## config.mk

```make
export PLATFORM = sky130hd
export DESIGN_NAME = ts_rx_monitor
export DESIGN_NICKNAME = d
export VERILOG_FILES = /design/src/rtl/ts_rx_monitor.sv
export SDC_FILE = /design/constraint.sdc
export NUM_CORES = 1
export LEC_CHECK = 0
export CORE_MARGIN = 2
export CORE_UTILIZATION = 44
export DETAILED_ROUTE_END_ITERATION = 8
export GPL_TIMING_DRIVEN = 0
export PLACE_DENSITY = 0.81
export SLEW_MARGIN = 20
export SYNTH_ARGS = -nofsm -noshare
export SYNTH_HDL_FRONTEND = slang
export SYNTH_SLANG_ARGS = --single-unit
```

## constraint.sdc

```tcl
create_clock -name clk -period 3.35 [get_ports clk]
set_input_delay 0.5025 -clock clk [delete_from_list [all_inputs] [get_ports clk]]
set_output_delay 0.5025 -clock clk [all_outputs]
set_load 0.005 [all_outputs]
```

## src/rtl/ts_rx_monitor.sv

```systemverilog
// ts_rx_monitor: per-lane training-sequence receive monitor.
// Classifies each 128-bit ordered set as TS1/TS2/invalid, tracks runs of
// identical training sets and raises the N-consecutive qualifiers used by
// the LTSSM for Polling/Configuration exits.
module ts_rx_monitor #(
  parameter int unsigned CNT_TARGET = 8,
  parameter int unsigned CNT_W      = 8
) (
  input  logic             clk,
  input  logic             rst,
  input  logic [127:0]     ts_i,
  input  logic             ts_i_vld,
  input  logic             clr,
  output logic             ts1_rcvd,
  output logic             ts2_rcvd,
  output logic [CNT_W-1:0] consec_cnt,
  output logic [7:0]       link_num,
  output logic [7:0]       lane_num,
  output logic             link_pad,
  output logic             lane_pad,
  output logic [7:0]       n_fts,
  output logic [7:0]       train_ctl,
  output logic             ts_err
);

  localparam logic [1:0] IDLE    = 2'd0;
  localparam logic [1:0] RUN_TS1 = 2'd1;
  localparam logic [1:0] RUN_TS2 = 2'd2;

  localparam logic [7:0] COM     = 8'hBC;
  localparam logic [7:0] ID_TS1  = 8'h4A;
  localparam logic [7:0] ID_TS2  = 8'h45;
  localparam logic [7:0] PAD     = 8'hF7;

  localparam logic [CNT_W-1:0] CNT_MAX = CNT_W'(CNT_TARGET);
  localparam logic [CNT_W-1:0] CNT_ONE = CNT_W'(1);

  // Match key: {type (0=TS1, 1=TS2), bytes 5..1}
  localparam int unsigned KEY_W = 41;

  logic [1:0]       state_q, state_d;
  logic [CNT_W-1:0] cnt_q, cnt_d;
  logic [KEY_W-1:0] key_q, key_d;
  logic             ts1_rcvd_q, ts1_rcvd_d;
  logic             ts2_rcvd_q, ts2_rcvd_d;
  logic             ts_err_q, ts_err_d;
  logic [7:0]       link_q, lane_q, nfts_q, tctl_q;
  logic             link_pad_q, lane_pad_q;

  logic             com_ok, all_4a, all_45;
  logic             is_ts1, is_ts2, is_valid;
  logic [KEY_W-1:0] key_in;
  logic             match;
  logic             upd;

  // Ordered-set decode: COM check and uniform identifier over bytes 6..15
  always_comb begin
    com_ok = (ts_i[7:0] == COM);
    all_4a = 1'b1;
    all_45 = 1'b1;
    for (int unsigned k = 6; k < 16; k++) begin
      if (ts_i[8*k +: 8] != ID_TS1) all_4a = 1'b0;
      if (ts_i[8*k +: 8] != ID_TS2) all_45 = 1'b0;
    end
    is_ts1   = com_ok && all_4a;
    is_ts2   = com_ok && all_45;
    is_valid = is_ts1 || is_ts2;
    key_in   = {is_ts2, ts_i[47:8]};
    match    = (state_q != IDLE) && (key_in == key_q);
  end

  // Run-tracking FSM and saturating run counter; clr overrides any sampled set
  always_comb begin
    state_d  = state_q;
    cnt_d    = cnt_q;
    key_d    = key_q;
    ts_err_d = 1'b0;
    upd      = 1'b0;
    if (clr) begin
      state_d = IDLE;
      cnt_d   = '0;
      key_d   = '0;
    end else if (ts_i_vld) begin
      if (!is_valid) begin
        ts_err_d = 1'b1;
        state_d  = IDLE;
        cnt_d    = '0;
        key_d    = '0;
      end else begin
        upd = 1'b1;
        if (match) begin
          cnt_d = (cnt_q >= CNT_MAX) ? CNT_MAX : cnt_q + CNT_ONE;
        end else begin
          state_d = is_ts2 ? RUN_TS2 : RUN_TS1;
          cnt_d   = CNT_ONE;
          key_d   = key_in;
        end
      end
    end
    ts1_rcvd_d = (state_d == RUN_TS1) && (cnt_d == CNT_MAX);
    ts2_rcvd_d = (state_d == RUN_TS2) && (cnt_d == CNT_MAX);
  end

  // FSM, counter, key and qualifier registers
  always_ff @(posedge clk or posedge rst) begin
    if (rst) begin
      state_q    <= IDLE;
      cnt_q      <= '0;
      key_q      <= '0;
      ts1_rcvd_q <= 1'b0;
      ts2_rcvd_q <= 1'b0;
      ts_err_q   <= 1'b0;
    end else begin
      state_q    <= state_d;
      cnt_q      <= cnt_d;
      key_q      <= key_d;
      ts1_rcvd_q <= ts1_rcvd_d;
      ts2_rcvd_q <= ts2_rcvd_d;
      ts_err_q   <= ts_err_d;
    end
  end

  // Latched training fields, refreshed by every accepted valid TS
  always_ff @(posedge clk or posedge rst) begin
    if (rst) begin
      link_q     <= PAD;
      lane_q     <= PAD;
      link_pad_q <= 1'b1;
      lane_pad_q <= 1'b1;
      nfts_q     <= '0;
      tctl_q     <= '0;
    end else if (upd) begin
      link_q     <= ts_i[15:8];
      lane_q     <= ts_i[23:16];
      link_pad_q <= (ts_i[15:8] == PAD);
      lane_pad_q <= (ts_i[23:16] == PAD);
      nfts_q     <= ts_i[31:24];
      tctl_q     <= ts_i[47:40];
    end
  end

  assign ts1_rcvd   = ts1_rcvd_q;
  assign ts2_rcvd   = ts2_rcvd_q;
  assign consec_cnt = cnt_q;
  assign link_num   = link_q;
  assign lane_num   = lane_q;
  assign link_pad   = link_pad_q;
  assign lane_pad   = lane_pad_q;
  assign n_fts      = nfts_q;
  assign train_ctl  = tctl_q;
  assign ts_err     = ts_err_q;

endmodule

```

==> impl_metrics.py, run 1 <==
metrics = {
    "status": {
        "status": "complete, no violations",
    },
    "global_route": {
        "grt_max_degree": 47,
        "antenna_found_initial": 0,
        "overflow": 0,
        "grt_pass1_wl_mm": 20.7,
        "track_usage": 0.237,
        "grt_pass1_vias": 4057,
    },
    "clock_tree": {
        "path_clk_slew_ns": 0.09,
        "cts-buffers-inserted": 9,
        "cts_resized": 0,
        "hold_buffers": 0,
        "insertion_delay_ns": 0.36,
        "cts_root_buf": "clkbuf_8",
        "cts_max_level": 3,
        "clockBufferDepth": 2,
        "clock-sinks": 88,
        "cts_post_setup_buffers_inserted": 0,
        "cts_tree": "yes",
    },
    "timing": {
        "fin_skew_ns": 0.0144,
        "period_share": 0.886,
        "slew_viol_final": 0,
        "setup_tns_ns": 0,
        "setup_viol": 0,
        "worstMarginPinSlew_ns": 0.643,
        "fmax_ghz": 0.337,
        "grt_setup_unrepaired": "no",
        "slew_headroom": 0.571,
        "period_minus_slack_ns": 2.97,
        "finalHoldViolations": 0,
        "hold_slack_ns": 0.490,
    },
    "floorplanning": {
        "core_sq_mm": 0.00982,
        "rows": 36,
        "initial_core_util": 0.454,
        "die_w_microns": 105,
        "die_area_sq_mm": 0.0110,
        "die_y_microns": 105,
        "num_io_pins": 177,
    },
    "synth": {
        "yosys.area_share.xor_xnor": 0.0806,
        "synth_top_family_by_area": "simple AND/OR/NAND/NOR gates",
        "synth_compound_area_frac": 0.112,
        "avgSynthCellArea_sq_um": 11.8,
        "synth-simple-area-share": 0.172,
        "synthCells": 379,
        "synth-seq-cells": 88,
        "synthAdderAreaFrac": 0.00561,
        "yosys_warnings": 0,
        "synth_ff_type": "dfrtp_1",
        "ys_seq_area_frac": 0.499,
        "synth.area.mux_share": 0.0809,
        "synthArstFlopShare": 1.00,
        "syn_nets": 513,
        "ys_types": 49,
        "synth-edff-count": 0,
        "syn_area_sq_mm": 0.00446,
    },
    "routing": {
        "wl_per_cell_microns": 18.1,
        "wl_mm": 12.7,
        "drcViolationCount": 0,
        "postRouteAntennaNets": 0,
        "viasPerCell": 5.33,
        "drt_pre_antenna_iters": 4,
        "drtIter0Drc": 182,
        "via_count": 3754,
    },
    "placement": {
        "port_buffers": 175,
        "dp_hpwl_mm": 9.85,
        "place_congestion": 0.776,
        "place_inst": 688,
    },
    "critical_path": {
        "arrival_ns": 3.21,
        "cp.required_ns": 3.59,
        "crit_type": "primary input to register",
        "end_kind": "register",
        "critPathMaxStageDelay_ns": 0.50,
        "cp-startpoint": "ts_i[66]",
        "timing.rr.start": "key_q[11]",
        "crit_path_cell_trace": "clkdlybuf4s50_1 > nor4bb_1 > nand4_1 > nor3_2 > or2_1 > nand3_2 > clkbuf_1 > mux2_1",
        "crit_fanout": 10,
        "critPathSlowestCell": "clkdlybuf4s50_1",
        "crit_path_start_kind": "primary input",
    },
    "cells_and_area": {
        "layout_common_cells": "clkdlybuf4s50_1, dfrtp_1, inv_1, xnor2_1, o2bb2ai_1",
        "final_common_cell": "clkdlybuf4s50_1",
        "diodes": 0,
        "nets": 700,
        "drive_gt1_frac": 0.0911,
        "fin_cells": 704,
        "area_growth_pct": 47.6,
    },
    "pwr": {
        "power_uw": 2030,
        "powerDensity_mw_per_mm2": 309,
        "p_leak_uw": 0.00257,
        "peakVddDrop_uv": 259,
    },
    "run": {
        "maxCapViolations": 0,
    },
    "worst_hold_path": {
        "hold_path_class": "primary input to register",
        "min_from": "ts_i_vld",
    },
}
[state kept, by name (all words and copies together), names as in the netlist]
| register | cells |
|---|---|
| ts1_rcvd | 1 |
| link_num | 8 |
| ts_err | 1 |
| key_q | 41 |
| lane_pad | 1 |
| ts2_rcvd | 1 |
| consec_cnt | 8 |
| train_ctl | 8 |
| n_fts | 8 |
| state_q | 2 |
| lane_num | 8 |
| link_pad | 1 |
[metrics by stage]
stage | cell area, sq um | utilization | setup WS (ns)
2_1_floorplan | 4460 | - | 0.595
3_3_place_gp | 6370 | 0.649 | -0.767
3_5_place_dp | 6400 | 0.652 | 0.00708
4_1_cts | 6580 | 0.670 | 0.366
5_1_grt | 6580 | 0.670 | 0.156
6_report | 6580 | 0.670 | 0.383
[critical path, delay by kind of cell]
family	cells	cell delay [ns]
and+or+nand+nor	5	1.43
buffers and inverters	2	0.87
muxes	1	0.40
[routing by layer]
layer	global-route usage	up-vias	routed length [microns]
met2	0.419	140	6380
met4	0.0552	0	160
li1	-	1752	-
met5	0	-	0
met1	0.285	1848	5350
met3	0.0717	14	846
[path summary, 6_finish.rpt]
path / to / slack (ns) / cells past startpoint
max: train_ctl[7] / 0.38 / 8
min: key_q[40] / 0.49 / 3
max reg2reg: ts1_rcvd / 0.77 / 7
min reg2reg: train_ctl[3] / 0.50 / 1
max in group asynchronous: key_q[13] / 2.15 / 3
min in group asynchronous: consec_cnt[4] / 0.56 / 2
[cell families after synthesis]
group	Yosys count
AOI/OAI and AO/OA	58
xor gates and xnor gates	41
adders and majority gates	2
buffers and inverters	59
DFF	88
muxes	32
and+or+nand+nor	99
[Yosys cell counts (3+ instances only)]
| cell type | count | area, sq um |
|---|---|---|
| dfrtp_1 | 72 | 1800 |
| inv_1 | 46 | 173 |
| xnor2_1 | 41 | 359 |
| o2bb2ai_1 | 40 | 350 |
| mux2_1 | 28 | 315 |
| nand4_1 | 19 | 119 |
| dfstp_2 | 16 | 420 |
| nor4bb_1 | 16 | 160 |
| clkbuf_1 | 7 | 26.3 |
| and2_1 | 6 | 37.5 |
| and4bb_1 | 6 | 75.1 |
| nor3_1 | 6 | 30.0 |
| nor4b_1 | 6 | 52.6 |
| nand2_1 | 5 | 18.8 |
| nand3_1 | 5 | 25.0 |
| nor2_1 | 5 | 18.8 |
| nor4_1 | 5 | 31.3 |
| mux2_2 | 4 | 45.0 |
| buf_2 | 3 | 15.0 |
| nand4b_1 | 3 | 26.3 |
| o21ai_0 | 3 | 15.0 |
[where the power goes]
group	total, uW	internal [uW]	switching [uW]	leakage, uW
Sequential	1060	1060	0.533	0.00117
Clock	690	282	409	0.0000890
Combinational	277	173	105	0.00131
Total	2030	1520	514	0.00257
[cell type report]
class | count | area (sq um)
Buffer | 12 | 48.8
Multi-Input combinational cell | 232 | 2010
Timing Repair Buffer | 176 | 1770
Sequential cell | 88 | 2220
Clock inverter | 6 | 53.8
Fill cell | 801 | 3240
Clock buffer | 10 | 128
Tap cell | 133 | 166
Inverter | 47 | 179
No activity file was read; power rests on OpenSTA's default activity.
==> run 2: changes to the inputs <==
--- a/config.mk
+++ b/config.mk
@@ -6,10 +6,12 @@
 export NUM_CORES = 1
 export LEC_CHECK = 0
 export CORE_MARGIN = 2
-export CORE_UTILIZATION = 44
+export CORE_UTILIZATION = 40
+export CTS_CLUSTER_DIAMETER = 100
+export CTS_CLUSTER_SIZE = 10
 export DETAILED_ROUTE_END_ITERATION = 8
 export GPL_TIMING_DRIVEN = 0
-export PLACE_DENSITY = 0.81
+export PLACE_DENSITY = 0.78
 export SLEW_MARGIN = 20
 export SYNTH_ARGS = -nofsm -noshare
 export SYNTH_HDL_FRONTEND = slang
==> constraint.sdc (replaced) <==
create_clock -name clk -period 2.53 [get_ports clk]
set_input_delay 0.3795 -clock clk [delete_from_list [all_inputs] [get_ports clk]]
set_output_delay 0.3795 -clock clk [all_outputs]
set_load 0.005 [all_outputs]
==> run 2 against run 1 <==
Worst setup slack worse by 0.36 ns. Register-to-register slack got worse by 0.63 ns. Hold slack got worse by 0.17 ns. Flip-flop and latch count unchanged. Combinational power rose by 39%. Non-clock buffer count is 12 higher. Total power rose by 37%. Final cell count rose by 2.7%. Critical path depth is the same. Clock-buffer cell count is 3 higher. Via count is 0.61% higher. Critical path type unchanged. Highest routed layer unchanged.
==> impl_metrics.py, run 2 (synthesis gave the netlist of run 1 again) <==
metrics = {
    "routing": {
        "dr_wl_met2_mm": 6.92,
        "drcViolationCount": 0,
        "routed.top_layer": "met4",
        "drt_pre_antenna_iters": 4,
        "routed-wl-met3_mm": 1.10,
        "postRouteAntennaNets": 0,
        "via_count": 3777,
        "drtIter0Drc": 168,
        "wl_mm": 13.3,
        "viasPerCell": 5.22,
        "wirelength_met1_mm": 5.09,
        "wl_per_cell_microns": 18.4,
    },
    "timing": {
        "slew_headroom": 0.618,
        "period_share": 0.992,
        "slew_viol_final": 0,
        "finalHoldViolations": 0,
        "setup_slack_ns": 0.0197,
        "setup_viol": 0,
        "fin_skew_ns": 0.00918,
        "worstMarginPinSlew_ns": 0.571,
        "fmax_ghz": 0.398,
        "period_minus_slack_ns": 2.51,
        "grt_setup_unrepaired": "yes",
        "setup_tns_ns": 0,
    },
    "critical_path": {
        "end_kind": "register",
        "timing.rr.start": "key_q[24]",
        "crit_type": "primary input to register",
        "crit_path_start_kind": "primary input",
        "regToRegEndpoint": "ts1_rcvd",
        "r2r_slack_ns": 0.14,
        "cp-startpoint": "ts_i[83]",
        "cp.required_ns": 2.82,
        "arrival_ns": 2.80,
        "reg2reg_depth": 7,
        "crit_fanout": 3,
    },
    "cells_and_area": {
        "nFillCells": 852,
        "top_register": "key_q",
        "largest_reg_flops": 41,
        "multi_input_area_sq_mm": 0.00224,
        "seq_area_sq_mm": 0.00222,
        "diodes": 0,
        "layout_common_cells": "clkdlybuf4s50_1, dfrtp_1, inv_1, dlymetal6s2s_1, o2bb2ai_1",
        "area_growth_pct": 58.9,
        "post-route-util": 0.653,
        "postLayoutCellArea_sq_mm": 0.00708,
        "nets": 712,
        "drive_gt1_frac": 0.153,
        "final_common_cell": "clkdlybuf4s50_1",
        "fin_cells": 723,
    },
    "floorplanning": {
        "die_area_sq_mm": 0.0120,
        "die_w_microns": 110,
        "die_y_microns": 110,
        "initial_core_util": 0.411,
        "core_sq_mm": 0.0108,
        "num_io_pins": 177,
        "rows": 38,
    },
    "global_route": {
        "grt_pass1_wl_mm": 19.6,
        "overflow": 0,
        "track_usage": 0.215,
        "grt_pass1_vias": 4027,
        "antenna_found_initial": 0,
        "grt_max_degree": 35,
    },
    "worst_hold_path": {
        "min_from": "ts_i[44]",
        "whs_path_depth": 2,
        "whs_endpoint": "key_q[36]",
        "hold_path_class": "primary input to register",
    },
    "pwr": {
        "peakVddDrop_uv": 270,
        "p_leak_uw": 0.00324,
        "powerDensity_mw_per_mm2": 394,
    },
    "clock_tree": {
        "clock-sinks": 88,
        "cts_tree": "yes",
        "path_clk_slew_ns": 0.09,
        "hold_buffers": 0,
        "clockBufferDepth": 2,
        "cts-buffers-inserted": 9,
        "cts_root_buf": "clkbuf_8",
        "insertion_delay_ns": 0.36,
        "cts_max_level": 3,
    },
    "run": {
        "maxCapViolations": 0,
    },
    "placement": {
        "placed_cell_area_sq_mm": 0.00643,
        "place_inst": 696,
        "port_buffers": 175,
        "dp_hpwl_mm": 9.90,
        "dp_slack_ns": -0.727,
        "place_congestion": 0.855,
    },
    "status": {
        "status": "complete, no violations",
    },
}
==> run 2: where the power goes <==
group          internal, uW  switching, uW
Combinational           236            150
Clock                   509            485
Sequential             1410          0.634
Total                  2150            635
==> run 2: per-stage QoR <==
stage / total power (uW) / hold slack [ns]
3_3_place_gp: 1790 / 0.476
2_1_floorplan: 1530 / 0.443
3_5_place_dp: 1800 / 0.481
4_1_cts: 2810 / 0.341
6_report: 2790 / 0.320
5_1_grt: 2900 / 0.327
==> run 2: how the worst max path moves through the flow <==
stage	to	slack, ns	cells after the start
final	ts1_rcvd	0.02	8
after floorplan	ts1_rcvd	0.34	7
after CTS	ts1_rcvd	-0.04	8
after global placement	n_fts[7]	-0.68	8
after detailed placement	n_fts[7]	-0.73	8
after global routing	ts1_rcvd	-0.06	8
==> run 2: final cells by class <==
| type | instances | area share |
|---|---|---|
| Multi-Input combinational cell | 232 | 0.317 |
| Sequential cell | 88 | 0.314 |
| Timing Repair Buffer | 188 | 0.280 |
| Inverter | 47 | 0.0254 |
| Tap cell | 140 | 0.0247 |
| Clock buffer | 13 | 0.0224 |
| Buffer | 12 | 0.0108 |
| Clock inverter | 3 | 0.00565 |
==> run 2: critical path: stages <==
cell and delay (ns):
clkdlybuf4s50_1 0.50, nor4bb_2 0.35, nand2_2 0.13, nor4_4 0.27
o2111a_2 0.26, a31oi_4 0.10, or4b_4 0.58, nor3b_2 0.21
==> run 2: layer usage <==
metal  vias up  GRT usage
met5         -          0
met4         0     0.0642
met3        12     0.0510
met2       154      0.398
met1      1822      0.244
li1       1789          -
==> run 2: repair_timing <==
| action | 4_1_cts | 5_1_grt |
|---|---|---|
| pin swaps | 18 | 29 |
| endpoints found under the setup margin | 70 | 70 |
| buffers inserted | 6 | 5 |
| resized for setup | 21 | 70 |
| cloned | 0 | 0 |
==> run 3: changes to the inputs <==
--- a/config.mk
+++ b/config.mk
@@ -10,7 +10,6 @@
 export CTS_CLUSTER_DIAMETER = 100
 export CTS_CLUSTER_SIZE = 10
 export DETAILED_ROUTE_END_ITERATION = 8
-export GPL_TIMING_DRIVEN = 0
 export PLACE_DENSITY = 0.78
 export SLEW_MARGIN = 20
 export SYNTH_ARGS = -nofsm -noshare
==> run 3 against run 2 <==
Clock power shrank 3.5%. Die area is the same. Combinational power grew 3%.
==> impl_metrics.py, run 3 (synthesis gave the netlist of run 1 again) <==
metrics = {
    "status": {
        "status": "complete, no violations",
    },
    "placement": {
        "place_inst": 726,
        "placed_cell_area_sq_mm": 0.00671,
        "dp_hpwl_mm": 9.52,
        "port_buffers": 176,
        "place_congestion": 0.810,
    },
    "cells_and_area": {
        "top_register": "key_q",
        "postLayoutCellArea_sq_mm": 0.00696,
        "final_common_cell": "clkdlybuf4s50_1",
        "layout_common_cells": "clkdlybuf4s50_1, dfrtp_1, inv_1, buf_4, o2bb2ai_1",
        "post-route-util": 0.642,
        "seq_area_sq_mm": 0.00222,
        "drive_gt1_frac": 0.164,
        "nets": 733,
        "largest_reg_flops": 41,
        "nFillCells": 865,
        "multi_input_area_sq_mm": 0.00206,
        "fin_cells": 744,
        "diodes": 0,
        "area_growth_pct": 56.2,
    },
    "clock_tree": {
        "cts_tree": "yes",
        "path_clk_slew_ns": 0.09,
        "insertion_delay_ns": 0.35,
        "clock-sinks": 88,
        "clockBufferDepth": 2,
        "cts_max_level": 3,
        "hold_buffers": 0,
        "cts_root_buf": "clkbuf_8",
        "cts-buffers-inserted": 9,
    },
    "worst_hold_path": {
        "min_from": "ts_i[46]",
        "hold_path_class": "primary input to register",
    },
    "critical_path": {
        "timing.rr.start": "key_q[38]",
        "end_kind": "register",
        "cp-startpoint": "ts_i[40]",
        "crit_fanout": 3,
        "crit_type": "primary input to register",
        "arrival_ns": 2.76,
        "r2r_slack_ns": 0.11,
        "endpoint": "ts1_rcvd",
        "crit_path_start_kind": "primary input",
        "cp.required_ns": 2.81,
        "regToRegEndpoint": "ts1_rcvd",
        "reg2reg_depth": 8,
    },
    "global_route": {
        "grt_max_degree": 89,
        "antenna_found_initial": 0,
        "track_usage": 0.207,
        "grt_pass1_wl_mm": 19.0,
        "overflow": 0,
        "grt_pass1_vias": 4049,
    },
    "pwr": {
        "p_leak_uw": 0.00281,
        "p_sw_uw": 618,
        "seq_power_share": 0.509,
        "power_uw": 2770,
        "powerDensity_mw_per_mm2": 397,
        "pwr-share-comb": 0.144,
        "peakVddDrop_uv": 266,
        "clockPowerShare": 0.346,
        "switching_share": 0.224,
        "cellInternalPower_uw": 2150,
    },
    "timing": {
        "worstMarginPinSlew_ns": 0.485,
        "period_share": 0.979,
        "slew_headroom": 0.677,
        "period_minus_slack_ns": 2.48,
        "grt_setup_unrepaired": "yes",
        "fmax_ghz": 0.404,
        "setup_tns_ns": 0,
        "fin_skew_ns": 0.0102,
        "setup_viol": 0,
        "slew_viol_final": 0,
        "finalHoldViolations": 0,
    },
    "floorplanning": {
        "die_y_microns": 110,
        "initial_core_util": 0.411,
        "num_io_pins": 177,
        "core_sq_mm": 0.0108,
        "die_w_microns": 110,
        "die_area_sq_mm": 0.0120,
        "rows": 38,
    },
    "routing": {
        "viasPerCell": 5.17,
        "wl_mm": 12.4,
        "drt_pre_antenna_iters": 4,
        "wl_per_cell_microns": 16.7,
        "via_count": 3849,
        "postRouteAntennaNets": 0,
        "drcViolationCount": 0,
        "drtIter0Drc": 130,
    },
    "run": {
        "maxCapViolations": 0,
    },
}
run 3: cell count changes in the layout (fill, tap and decap cells not counted), moves of 4 or more:
cell / previous run / this run
clkbuf_1: 6 / 2
nor4bb_4: 6 / 0
clkdlybuf4s50_1: 129 / 174
buf_4: 11 / 42
nor4bb_1: 6 / 14
dlymetal6s2s_1: 45 / 1
nor4_4: 4 / 0
nor4_2: 0 / 4
run 3: per-stage QoR:
step                      setup slack [ns]  hold WS (ns)
after floorplan                      0.338         0.443
after detailed placement            -0.383         0.481
after CTS                          0.00565         0.494
after global routing               -0.0102         0.365
final                               0.0529         0.365
after global placement              -0.294         0.473
run 3: power groups by stage:
stage	sequential, uW	clock (uW)	combinational [uW]
floorplan	1440	0	95.1
global placement	1440	0	393
detailed placement	1440	0	398
CTS	1410	989	401
global route	1410	1050	431
finish	1410	958	399
run 3: worst min path at each step:
stage	to	cells after the start
floorplan	key_q[40]	1
global placement	lane_num[3]	1
detailed placement	n_fts[0]	1
CTS	key_q[13]	2
global route	key_q[38]	2
finish	key_q[38]	2
run 3: worst max-delay path: stages:
cell	delay [ns]
clkdlybuf4s50_1	0.52
xnor2_2	0.12
nand4_1	0.17
nor4_2	0.35
buf_4	0.17
o2111a_2	0.22
a31oi_4	0.10
or4b_4	0.56
nor3b_2	0.16
run 3: area by class of cell:
class / count / share of cell area
repair buffers: 221 / 0.307
flip-flops and latches: 88 / 0.319
well taps: 140 / 0.0252
multi-input cells: 232 / 0.295
clock buffers: 12 / 0.0208
clock inverters: 4 / 0.00647
inverters: 47 / 0.0259
run 3: repair_timing:
| item | 4_1_cts | 5_1_grt |
|---|---|---|
| pin swaps | 0 | 6 |
| hold endpoints to repair | 0 | 0 |
| buffers inserted | 0 | 2 |
| endpoints found under the setup margin | 4 | 42 |
| resized for setup | 3 | 6 |
run 3: metal layers:
metal	wire length [microns]	track usage
met1	4780	0.224
met2	6300	0.384
met3	1060	0.0569
met4	269	0.0714
met5	0	0
